--- config.mk ---
export PLATFORM = sky130hd
export DESIGN_NAME = rx_lane_deskew_flat
export DESIGN_NICKNAME = d
export VERILOG_FILES = /design/src/rtl/rx_lane_deskew_if.sv /design/src/rtl/rx_lane_deskew.sv /design/src/flat_wrapper.sv
export SDC_FILE = /design/constraint.sdc
export NUM_CORES = 2
export LEC_CHECK = 0
export BUFFER_PORTS_ARGS = -buffer_cell sky130_fd_sc_hd__buf_2
export CORE_ASPECT_RATIO = 1.25
export CORE_MARGIN = 1
export CORE_UTILIZATION = 25
export DETAILED_ROUTE_END_ITERATION = 7
export PLACE_DENSITY_LB_ADDON = 0.12
export SYNTH_ARGS = -nofsm -noshare
export SYNTH_HDL_FRONTEND = slang
export SYNTH_MEMORY_MAX_BITS = 65536
export SYNTH_SLANG_ARGS = --single-unit
--- constraint.sdc ---
create_clock -name clk -period 14 [get_ports clk]
set_input_delay 1.4 -clock clk [delete_from_list [all_inputs] [get_ports clk]]
set_output_delay 1.4 -clock clk [all_outputs]
set_load 0.005 [all_outputs]
--- src/rtl/rx_lane_deskew_if.sv ---
// Per-lane receive bus into the deskew buffer and the lockstep aligned bus out of it.
interface rx_lane_deskew_if #(
  parameter int unsigned LANES = 16,
  parameter int unsigned LANEW = 32
);
  logic [LANES-1:0]         in_valid;
  logic [LANES*LANEW-1:0]   in_data;
  logic [LANES*LANEW/8-1:0] in_datak;
  logic [LANES-1:0]         in_start;
  logic [2*LANES-1:0]       in_sync;
  logic                     out_valid;
  logic [LANES*LANEW-1:0]   out_data;
  logic [LANES*LANEW/8-1:0] out_datak;

  modport master (
    output in_valid, in_data, in_datak, in_start, in_sync,
    input  out_valid, out_data, out_datak
  );

  modport slave (
    input  in_valid, in_data, in_datak, in_start, in_sync,
    output out_valid, out_data, out_datak
  );
endinterface

--- src/rtl/rx_lane_deskew.sv ---
// Per-lane elastic FIFOs that hold each lane until every active lane has seen an alignment
// marker, then release all active lanes in lockstep and watch that markers stay aligned.
module rx_lane_deskew #(
  parameter int unsigned LANES    = 16,
  parameter int unsigned LANEW    = 32,
  parameter int unsigned DEPTH    = 8,
  parameter int unsigned MAX_SKEW = 5,
  parameter int unsigned NW       = $clog2(LANES + 1)
) (
  input  logic                          clk,
  input  logic                          reset,
  input  logic [NW-1:0]                 numberOfDetectedLanes,
  input  logic                          mode128,
  input  logic                          realign,
  rx_lane_deskew_if.slave               bus,
  output logic                          aligned,
  output logic                          deskew_err,
  output logic [$clog2(MAX_SKEW+1)-1:0] skew_cycles
);

  localparam int unsigned KW = LANEW / 8;
  localparam int unsigned AW = $clog2(DEPTH);
  localparam int unsigned SW = $clog2(MAX_SKEW + 1);
  localparam int unsigned EW = LANEW + KW + 1;
  localparam logic [AW:0]   PtrOne  = {{AW{1'b0}}, 1'b1};
  localparam logic [AW:0]   PtrFull = {1'b1, {AW{1'b0}}};
  localparam logic [NW-1:0] NMax    = NW'(LANES);
  localparam logic [SW-1:0] SkewMax = SW'(MAX_SKEW);

  typedef enum logic {StSearch, StAligned} state_e;

  state_e                 r_state;
  logic [EW-1:0]          r_mem  [LANES][DEPTH];
  logic [AW:0]            r_wptr [LANES];
  logic [AW:0]            r_rptr [LANES];
  logic [LANES-1:0]       r_armed;
  logic                   r_counting;
  logic [SW-1:0]          r_cnt;
  logic [NW-1:0]          r_nprev;
  logic                   r_err;
  logic                   r_out_valid;
  logic [LANES*LANEW-1:0] r_out_data;
  logic [LANES*KW-1:0]    r_out_datak;
  logic [SW-1:0]          r_skew;

  logic [NW-1:0]          w_n;
  logic                   w_none;
  logic [LANES-1:0]       w_active, w_mark, w_empty, w_full, w_head_mark, w_wr, w_new_arm;
  logic [EW-1:0]          w_head [LANES];
  logic [LANES*LANEW-1:0] w_pop_data;
  logic [LANES*KW-1:0]    w_pop_datak;
  logic                   w_all_armed, w_go, w_all_ne, w_pop, w_mismatch, w_ovf;
  logic                   w_nchg, w_timeout, w_err, w_flush;

  always_comb begin
    w_n    = (numberOfDetectedLanes > NMax) ? NMax : numberOfDetectedLanes;
    w_none = (w_n == '0);
    for (int i = 0; i < LANES; i++) begin
      w_active[i]    = (i < int'(w_n));
      // Only symbol 0 of the lane word carries the marker.
      w_mark[i]      = mode128 ? (bus.in_start[i] && (bus.in_sync[2*i +: 2] == 2'b01))
                               : ((bus.in_data[i*LANEW +: 8] == 8'hBC) && bus.in_datak[i*KW]);
      w_empty[i]     = (r_wptr[i] == r_rptr[i]);
      w_full[i]      = ((r_wptr[i] - r_rptr[i]) == PtrFull);
      w_head[i]      = r_mem[i][r_rptr[i][AW-1:0]];
      w_head_mark[i] = w_head[i][EW-1];
      w_new_arm[i]   = (r_state == StSearch) && w_active[i] && bus.in_valid[i] &&
                       !r_armed[i] && w_mark[i];
      w_wr[i]        = w_active[i] && bus.in_valid[i] &&
                       ((r_state == StAligned) || r_armed[i] || w_mark[i]);
      w_pop_data[i*LANEW +: LANEW] = w_active[i] ? w_head[i][LANEW-1:0] : '0;
      w_pop_datak[i*KW +: KW]      = w_active[i] ? w_head[i][LANEW +: KW] : '0;
    end
    w_all_armed = !w_none && (&(r_armed | ~w_active));
    // The first lockstep pop happens on the same edge that enters ALIGNED.
    w_go        = (r_state == StSearch) && w_all_armed;
    w_all_ne    = !w_none && (&(~w_empty | ~w_active));
    w_pop       = ((r_state == StAligned) || w_go) && w_all_ne;
    w_mismatch  = w_pop && (|(w_head_mark & w_active)) && !(&(w_head_mark | ~w_active));
    // Pops cover every active lane at once, so a concurrent pop always makes room.
    w_ovf       = (|(w_wr & w_full)) && !w_pop;
    w_nchg      = (numberOfDetectedLanes != r_nprev);
    w_timeout   = (r_state == StSearch) && r_counting && (r_cnt == SkewMax) && !w_all_armed;
    w_err       = !realign &&
                  (w_ovf || w_timeout || ((r_state == StAligned) && (w_mismatch || w_nchg)));
    w_flush     = realign || w_err || w_nchg;
  end

  always_ff @(posedge clk) begin
    for (int i = 0; i < LANES; i++) begin
      if (w_wr[i] && !w_flush) begin
        r_mem[i][r_wptr[i][AW-1:0]] <= {w_mark[i], bus.in_datak[i*KW +: KW],
                                        bus.in_data[i*LANEW +: LANEW]};
      end
    end
  end

  always_ff @(posedge clk or negedge reset) begin
    if (!reset) begin
      r_state     <= StSearch;
      r_armed     <= '0;
      r_counting  <= 1'b0;
      r_cnt       <= '0;
      r_nprev     <= '0;
      r_err       <= 1'b0;
      r_out_valid <= 1'b0;
      r_out_data  <= '0;
      r_out_datak <= '0;
      r_skew      <= '0;
      for (int i = 0; i < LANES; i++) begin
        r_wptr[i] <= '0;
        r_rptr[i] <= '0;
      end
    end else begin
      r_nprev <= numberOfDetectedLanes;
      r_err   <= w_err;
      if (w_flush) begin
        r_state     <= StSearch;
        r_armed     <= '0;
        r_counting  <= 1'b0;
        r_cnt       <= '0;
        r_out_valid <= 1'b0;
        for (int i = 0; i < LANES; i++) begin
          r_wptr[i] <= '0;
          r_rptr[i] <= '0;
        end
      end else begin
        r_out_valid <= w_pop;
        if (w_pop) begin
          r_out_data  <= w_pop_data;
          r_out_datak <= w_pop_datak;
        end
        for (int i = 0; i < LANES; i++) begin
          if (w_wr[i]) r_wptr[i] <= r_wptr[i] + PtrOne;
          if (w_pop && w_active[i]) r_rptr[i] <= r_rptr[i] + PtrOne;
        end
        if (r_state == StSearch) begin
          r_armed <= r_armed | w_new_arm;
          if (w_go) begin
            r_state    <= StAligned;
            r_skew     <= r_cnt;
            r_counting <= 1'b0;
          end else if (r_counting) begin
            r_cnt <= r_cnt + SW'(1);
          end else if (|w_new_arm) begin
            r_counting <= 1'b1;
            r_cnt      <= '0;
          end
        end
      end
    end
  end

  assign aligned       = (r_state == StAligned);
  assign deskew_err    = r_err;
  assign skew_cycles   = r_skew;
  assign bus.out_valid = r_out_valid;
  assign bus.out_data  = r_out_data;
  assign bus.out_datak = r_out_datak;

endmodule

--- src/flat_wrapper.sv ---
// flat-port wrapper written by rule: the top's interface ports become plain ports
module rx_lane_deskew_flat 
#(
  parameter int unsigned LANES    = 16,
  parameter int unsigned LANEW    = 32,
  parameter int unsigned DEPTH    = 8,
  parameter int unsigned MAX_SKEW = 5,
  parameter int unsigned NW       = $clog2(LANES + 1)
)
  (clk, reset, numberOfDetectedLanes, mode128, realign, aligned, deskew_err, skew_cycles, bus_in_valid, bus_in_data, bus_in_datak, bus_in_start, bus_in_sync, bus_out_valid, bus_out_data, bus_out_datak);
  rx_lane_deskew_if #(.LANES(LANES), .LANEW(LANEW)) bus_i ();
  input  logic clk;
  input  logic reset;
  input  logic [NW-1:0] numberOfDetectedLanes;
  input  logic mode128;
  input  logic realign;
  output logic aligned;
  output logic deskew_err;
  output logic [$clog2(MAX_SKEW+1)-1:0] skew_cycles;
  input wire logic [$bits(bus_i.in_valid)-1:0] bus_in_valid;
  input wire logic [$bits(bus_i.in_data)-1:0] bus_in_data;
  input wire logic [$bits(bus_i.in_datak)-1:0] bus_in_datak;
  input wire logic [$bits(bus_i.in_start)-1:0] bus_in_start;
  input wire logic [$bits(bus_i.in_sync)-1:0] bus_in_sync;
  output wire logic [$bits(bus_i.out_valid)-1:0] bus_out_valid;
  output wire logic [$bits(bus_i.out_data)-1:0] bus_out_data;
  output wire logic [$bits(bus_i.out_datak)-1:0] bus_out_datak;
  assign bus_i.in_valid = bus_in_valid;
  assign bus_i.in_data = bus_in_data;
  assign bus_i.in_datak = bus_in_datak;
  assign bus_i.in_start = bus_in_start;
  assign bus_i.in_sync = bus_in_sync;
  assign bus_out_valid = bus_i.out_valid;
  assign bus_out_data = bus_i.out_data;
  assign bus_out_datak = bus_i.out_datak;
  rx_lane_deskew #(.LANES(LANES), .LANEW(LANEW), .DEPTH(DEPTH), .MAX_SKEW(MAX_SKEW), .NW(NW)) u_core (.clk(clk), .reset(reset), .numberOfDetectedLanes(numberOfDetectedLanes), .mode128(mode128), .realign(realign), .bus(bus_i), .aligned(aligned), .deskew_err(deskew_err), .skew_cycles(skew_cycles));
endmodule
== Yosys cells after proc, flatten, opt, wreduce, memory -nomap -nowiden ==
Memory sizes are Yosys's and may differ from the RTL's.
Cells that the tools add are included.

* Multiplexer cells: 211
* Add/sub/neg operators: 49
* Bitwise logic cells: 42
* Order comparisons: 65
* Reductions and logical operators: 291
* Eq/ne operators: 68

{| class="wikitable"
|+ Operator list
! cell !! count
|-
| 296-bit 2-to-1 mux || 16
|-
| 37-bit binary-select mux with 3-bit select || 16
|-
| 37-bit demux with 3-bit select || 16
|-
| 37-bit 2-to-1 mux || 48
|-
| 32-bit 2-to-1 mux || 16
|-
| 4-bit 2-to-1 mux || 48
|-
| 1-bit logical AND || 188
|-
| 4-bit by 1-bit adder with 4-bit output, second input constant || 32
|-
| 8-bit == test, second input constant || 16
|-
| 4-bit greater-or-equal comparator, second input constant || 32
|-
| 64-bit 2-to-1 mux || 2
|-
| 3-bit NOT with 4-bit output || 32
|-
| 4-bit == test || 16
|-
| 4-bit == test, second input constant || 16
|-
| 4-bit by 1-bit less-than comparator with 1-bit output, second input constant || 16
|-
| 16-bit bitwise OR || 4
|-
| 2-bit nonzero test || 32
|-
| 4-bit subtractor || 16
|-
| 16-bit AND reduction || 3
|-
| 16-bit OR reduction || 3
|-
| 1-bit 2-to-1 mux || 41
|-
| 4-bit by 5-bit less-than comparator with 1-bit output, first input constant || 8
|-
| 1-bit logical OR || 38
|-
| 16-bit bitwise AND || 2
|-
| 19 further kinds || 69
|}

* Word-level logic and storage cells: 769
* Bits of input ports: 649
* Memory bits (writable): 4736
* Output and inout bits: 582
* Register bits after elaboration: 735
* Memories: 1

{| class="wikitable"
|+ Memories
! name !! words !! width !! rd ports !! clocked after memory_dff !! write ports !! RTL line !! source
|-
| u_core.r_mem || 16 || 296 || 16 || 0 || 16 || rx_lane_deskew.sv:33 || <nowiki>logic [EW-1:0] r_mem [LANES][DEPTH];</nowiki>
|}

== Longest topological paths before layout ==
* Depth after elaboration: 22
* Depth in mapped cells: 16
* Mapped depth without buffers: 10

== Worst setup path after synthesis ==
No wires, ideal clock.

* Path kind: input to register
* From: input mode128
* To: memory u_core.r_mem[1][2257] in the netlist's numbering, enable pin
* Library setup time: 0.524 ns
* Required time: 13.476 ns
* Cell stages on the path: 13
* Slack: 6.171 ns
* Buffers on the path: 5
* Arrival: 7.305 ns
* Path through: buf_2 buf_2 buf_1 nand4b_1 o31ai_1 o311a_1 o21a_1 a2111oi_0 nand4_1 a221o_1 buf_2 buf_4 nor4_1

{| class="wikitable"
|+ RTL lines
! item !! RTL line !! source
|-
| start, declared || flat_wrapper.sv:15 || <nowiki>input logic mode128;</nowiki>
|-
| end, declared || rx_lane_deskew.sv:33 ||
|}

== Worst setup path after layout ==
* From: register u_core.r_rptr[18] in the netlist's numbering
* To: register u_core.r_out_data[310], in the netlist u_core.bus.out_data[310]

* Longest elaborated chain between the ends: 16
* Elaborated cells between the ends (all ways): 32
* Those cells by class: 1 x add/sub; 2 x eq/ne; 3 x mux; 7 x bitwise; 19 x reduce/logical

{| class="wikitable"
|+ RTL lines
! item !! RTL line !! source
|-
| start, declared || rx_lane_deskew.sv:35 || <nowiki>logic [AW:0] r_rptr [LANES];</nowiki>
|-
| start signal, assigned by index || rx_lane_deskew.sv:135 || <nowiki>if (w_pop && w_active[i]) r_rptr[i] <= r_rptr[i] + PtrOne;</nowiki>
|-
| 3-bit NOT with 4-bit output (implied by the code) or 4-bit == test (tied branches) || rx_lane_deskew.sv:65, rx_lane_deskew.sv:63 ||
|-
| 37-bit binary-select mux with 3-bit select or 16-bit NOT (tied branches) || rx_lane_deskew.sv:65, rx_lane_deskew.sv:77 ||
|-
| 37-bit 2-to-1 mux (implied by the code) or 16-bit bitwise OR (tied branches) || rx_lane_deskew.sv:65, rx_lane_deskew.sv:77 ||
|-
| 37-bit 2-to-1 mux (implied by the code) or 16-bit AND reduction (tied branches) || rx_lane_deskew.sv:65, rx_lane_deskew.sv:77 ||
|-
| 16-bit bitwise AND (tied with other cells) || rx_lane_deskew.sv:79 || <nowiki>w_mismatch = w_pop && (|(w_head_mark & w_active)) && !(&(w_head_mark | ~w_active));</nowiki>
|-
| 16-bit OR reduction (tied with other cells) || rx_lane_deskew.sv:79 ||
|-
| 1-bit logical AND or 1-bit logical NOT (tied branches) || rx_lane_deskew.sv:79 ||
|-
| 1-bit logical AND || rx_lane_deskew.sv:79 ||
|-
| 1-bit logical OR || rx_lane_deskew.sv:85 || <nowiki>(w_ovf || w_timeout || ((r_state == StAligned) && (w_mismatch || w_nchg)));</nowiki>
|-
| 1-bit logical AND || rx_lane_deskew.sv:85 ||
|-
| 1-bit logical OR || rx_lane_deskew.sv:85 ||
|-
| 1-bit logical AND || rx_lane_deskew.sv:84 || <nowiki>w_err = !realign &&</nowiki>
|-
| 1-bit logical OR (2 in series) || rx_lane_deskew.sv:86 || <nowiki>w_flush = realign || w_err || w_nchg;</nowiki>
|-
| 1-bit NOT (no source line) || - ||
|-
| 2-bit AND reduction (no source line) * || - ||
|-
| end signal, assigned || rx_lane_deskew.sv:130 || <nowiki>r_out_data <= w_pop_data;</nowiki>
|-
| end, declared || rx_lane_deskew.sv:42 || <nowiki>logic [LANES*LANEW-1:0] r_out_data;</nowiki>
|}

Mark *: on every way between the ends. The rest lies on a longest branch, timed or not. The select of a mux whose other input is x is not followed.
A chain may end at the register's enable or synchronous reset.

==> flow_summary.toml <==
[outcome]
status = "finished, final reports clean"

[power]
leakage_nw = 85.6
ir_drop_uv = 87.9
p_per_area_nw_per_um2 = 135

[sta]
drv_slew = 0
slew_headroom = 0.151
setup_ws_ps = 6930
max_freq_ghz = 0.141
setup_viol_count_final = 0
finalHoldViolCount = 0
tightest_slew_ps = 1260
finalClockSkew_ps = 89.7
period_needed_ps = 7070
finalCritPeriodShare = 0.505
rsz0062_at_grt = "no"
fin_setup_tns_ps = 0

[cts]
cts_resized = 0
cts_tree = "yes"
post-cts-setup-buffers = 0
cts.sinks = 5471
cts-htree-levels = 6
clock_latency_ps = 1050
numCtsBuffers = 623
cts_max_path_buffers = 5
clk_pin_slew_ps = 60
cts_root_buf = "clkbuf_16"
cts.hold.buffers_added = 0

[worst_setup_path]
path_cells = "buf_4 -> inv_2 -> ha_1 -> nand3_1 -> nor3_1 -> or4_1 -> nor4_4 -> buf_4 -> nand2_1 -> nor3_2 -> buf_4 -> buf_4 -> buf_4 -> mux2_1"
r2r_end = "u_core.bus.out_data[310]$_DFFE_PN0P_"
crit_top_cell = "buf_4"
worst-r2r-setup-slack_ps = 6930
cp_num_buf_inv = 6
crit_required_ps = 14860
worst_path_max_delay_cell = "buf_4"
path_delay_family = "buffers and inverters"
cp.depth = 14
worstPathArrival_ps = 7930
r2r_cells = 14
slowest_delay_ps = 790
timing.critical_path.from_type = "register"
path_max_fanout = 63
endpoint_kind = "register"
r2r-start = "u_core.r_rptr[18]$_DFFE_PN0P_"
crit_type = "reg -> reg"

[logic_synthesis]
ys_seq_area_frac = 0.753
yosys.area.top_type_share = 0.666
ys_seq_elements = 5471
synth_area_leader_cell = "edfxtp_1"
syn_area_per_cell_um2 = 19.6
synth_commonest_cells = "4736 x edfxtp_1, 1171 x nand2_1, 1168 x mux4_2, 735 x dfrtp_1, 574 x a21oi_1"
synth_ff_type = "edfxtp_1"
syn_nets = 11600
yosys.cell_types.count = 73
synth.area.top_cells = "edfxtp_1 67%, mux4_2 12%, dfrtp_1 8.6%, mux2_1 2.7%, nand2_1 2.1%"
synth_edf_count = 4736
yosys_warnings = 0
yosysMostFrequentCell = "edfxtp_1"
synthCells = 10900
ys_async_sr_fraction = 0.134
synth_area_um2 = 213000

[finish]
final_area_um2 = 254000
utilization = 0.299
area_growth_pct = 19.2
nNetsFinal = 13100
fillers = 83300
drive_gt1_frac = 0.307

[place]
pre_cts_ws_ps = 5600
place_hpwl_um = 458000
globalplace.congestion = 0.758
port_buffers = 1230
place_area_um2 = 234000

[route]
via_count = 109000
via_per_inst = 4.51
wl_per_cell_um = 29.0
routed_wl_um = 702000
drcViolationCount = 0
drt_first_iter_violations = 7397
drt_pre_antenna_iters = 5
drt.antenna.violating_nets = 0

[die]
die-area_um2 = 857000
die_h_um = 1030
rows = 379
io-pin-count = 1231
start_util = 0.251
die_w_um = 828
core_area_um2 = 851000

[global_routing]
grt_pass1_vias = 116000
track_usage = 0.160
grt_pass1_wl_um = 962000
gr-total-overflow = 0
antenna_found_initial = 406
grt_max_degree = 118

[hold_path]
hp-class = "in -> async"

[run]
maxCapViolCount = 0
-- worst reg2reg max path, stage by stage, from the launching register on --
cell,delay (ps)
dfrtp_2,330
buf_4,510
inv_2,630
ha_1,500
nand3_1,180
nor3_1,140
or4_1,600
nor4_4,280
buf_4,510
nand2_1,250
nor3_2,260
buf_4,560
buf_4,850
buf_4,880
mux2_1,470
-- power breakdown --
part / switching, mW / total (mW) / internal [mW] / leakage [nW]
clock network: 6.72 / 16.1 / 9.40 / 9.68
logic: 0.442 / 0.545 / 0.103 / 23.3
registers: 0.000666 / 17.7 / 17.7 / 52.7
-- final cells by class --
cell class / count / area [um^2] / share of cell area
Tap cell: 11200 / 14100 / 0.0553
Antenna cell: 113 / 283 / 0.00111
Multi-Input combinational cell: 4643 / 50500 / 0.199
Clock buffer: 813 / 16900 / 0.0665
Clock inverter: 317 / 3000 / 0.0118
Timing Repair Buffer: 1523 / 8430 / 0.0331
Inverter: 115 / 432 / 0.00170
Sequential cell: 5471 / 161000 / 0.632
-- worst max-delay path by stage --
stage	startpoint	endpoint	slack, ps
final	u_core.r_rptr[18]$_DFFE_PN0P_	u_core.bus.out_data[310]$_DFFE_PN0P_	6930
after global routing	u_core.r_rptr[18]$_DFFE_PN0P_	u_core.bus.out_data[315]$_DFFE_PN0P_	6460
after CTS	u_core.r_rptr[18]$_DFFE_PN0P_	u_core.bus.out_data[310]$_DFFE_PN0P_	6620
after detailed placement	mode128	u_core.r_mem[0][1826]$_DFFE_PP_	5600
after global placement	mode128	u_core.r_mem[0][1786]$_DFFE_PP_	5680
after floorplan	mode128	u_core.r_mem[1][2257]$_DFFE_PP_	6170
-- layer usage --
metal | global-route usage | routed length [um]
met1 | 0.196 | 284000
met5 | 0 | 844
met3 | 0.0350 | 39200
met2 | 0.285 | 359000
met4 | 0.0383 | 18800
-- stage by stage --
step | cells | hold WS, ps | power, mW
after global routing | 24100 | 248 | 35.5
final | 24200 | 292 | 34.4
after floorplan | 10900 | 483 | 18.1
after global placement | 23000 | 463 | 18.6
after detailed placement | 23000 | 469 | 18.6
after CTS | 24100 | 191 | 35.0
-- registers in the layout, indices dropped and copies added (netlist names) --
name	cells
u_core.r_counting	1
u_core.r_armed	16
u_core.deskew_err	1
u_core.bus.out_data	512
u_core.r_wptr	64
u_core.skew_cycles	3
u_core.r_cnt	3
u_core.aligned	1
u_core.bus.out_valid	1
u_core.r_rptr	64
u_core.r_mem	4736
u_core.bus.out_datak	64
u_core.r_nprev	5
-- placed cells by master (no fill, tap or decap), types with 134 or more instances in the layout --
cell and count:
clkbuf_16 638, a21oi_1 569, edfxtp_1 4736, nand4_1 134, clkbuf_1 147, mux2_1 510
mux4_2 1168, buf_2 1227, buf_4 289, dfrtp_1 696, nand2_1 1171
-- logic make-up (layout without fill, tap and decap cells) --
group	after synthesis	after routing	share of synthesized area
and+or+nand+nor	1883	1883	0.0448
adders and majority gates	82	82	0.00481
buffers and inverters	766	2768	0.0161
other	0	113	0
DFF	5471	5471	0.753
xor gates and xnor gates	132	132	0.00542
AOI/OAI and AO/OA	719	719	0.0188
muxes	1827	1827	0.157
Power figures use the tool's default switching activity.
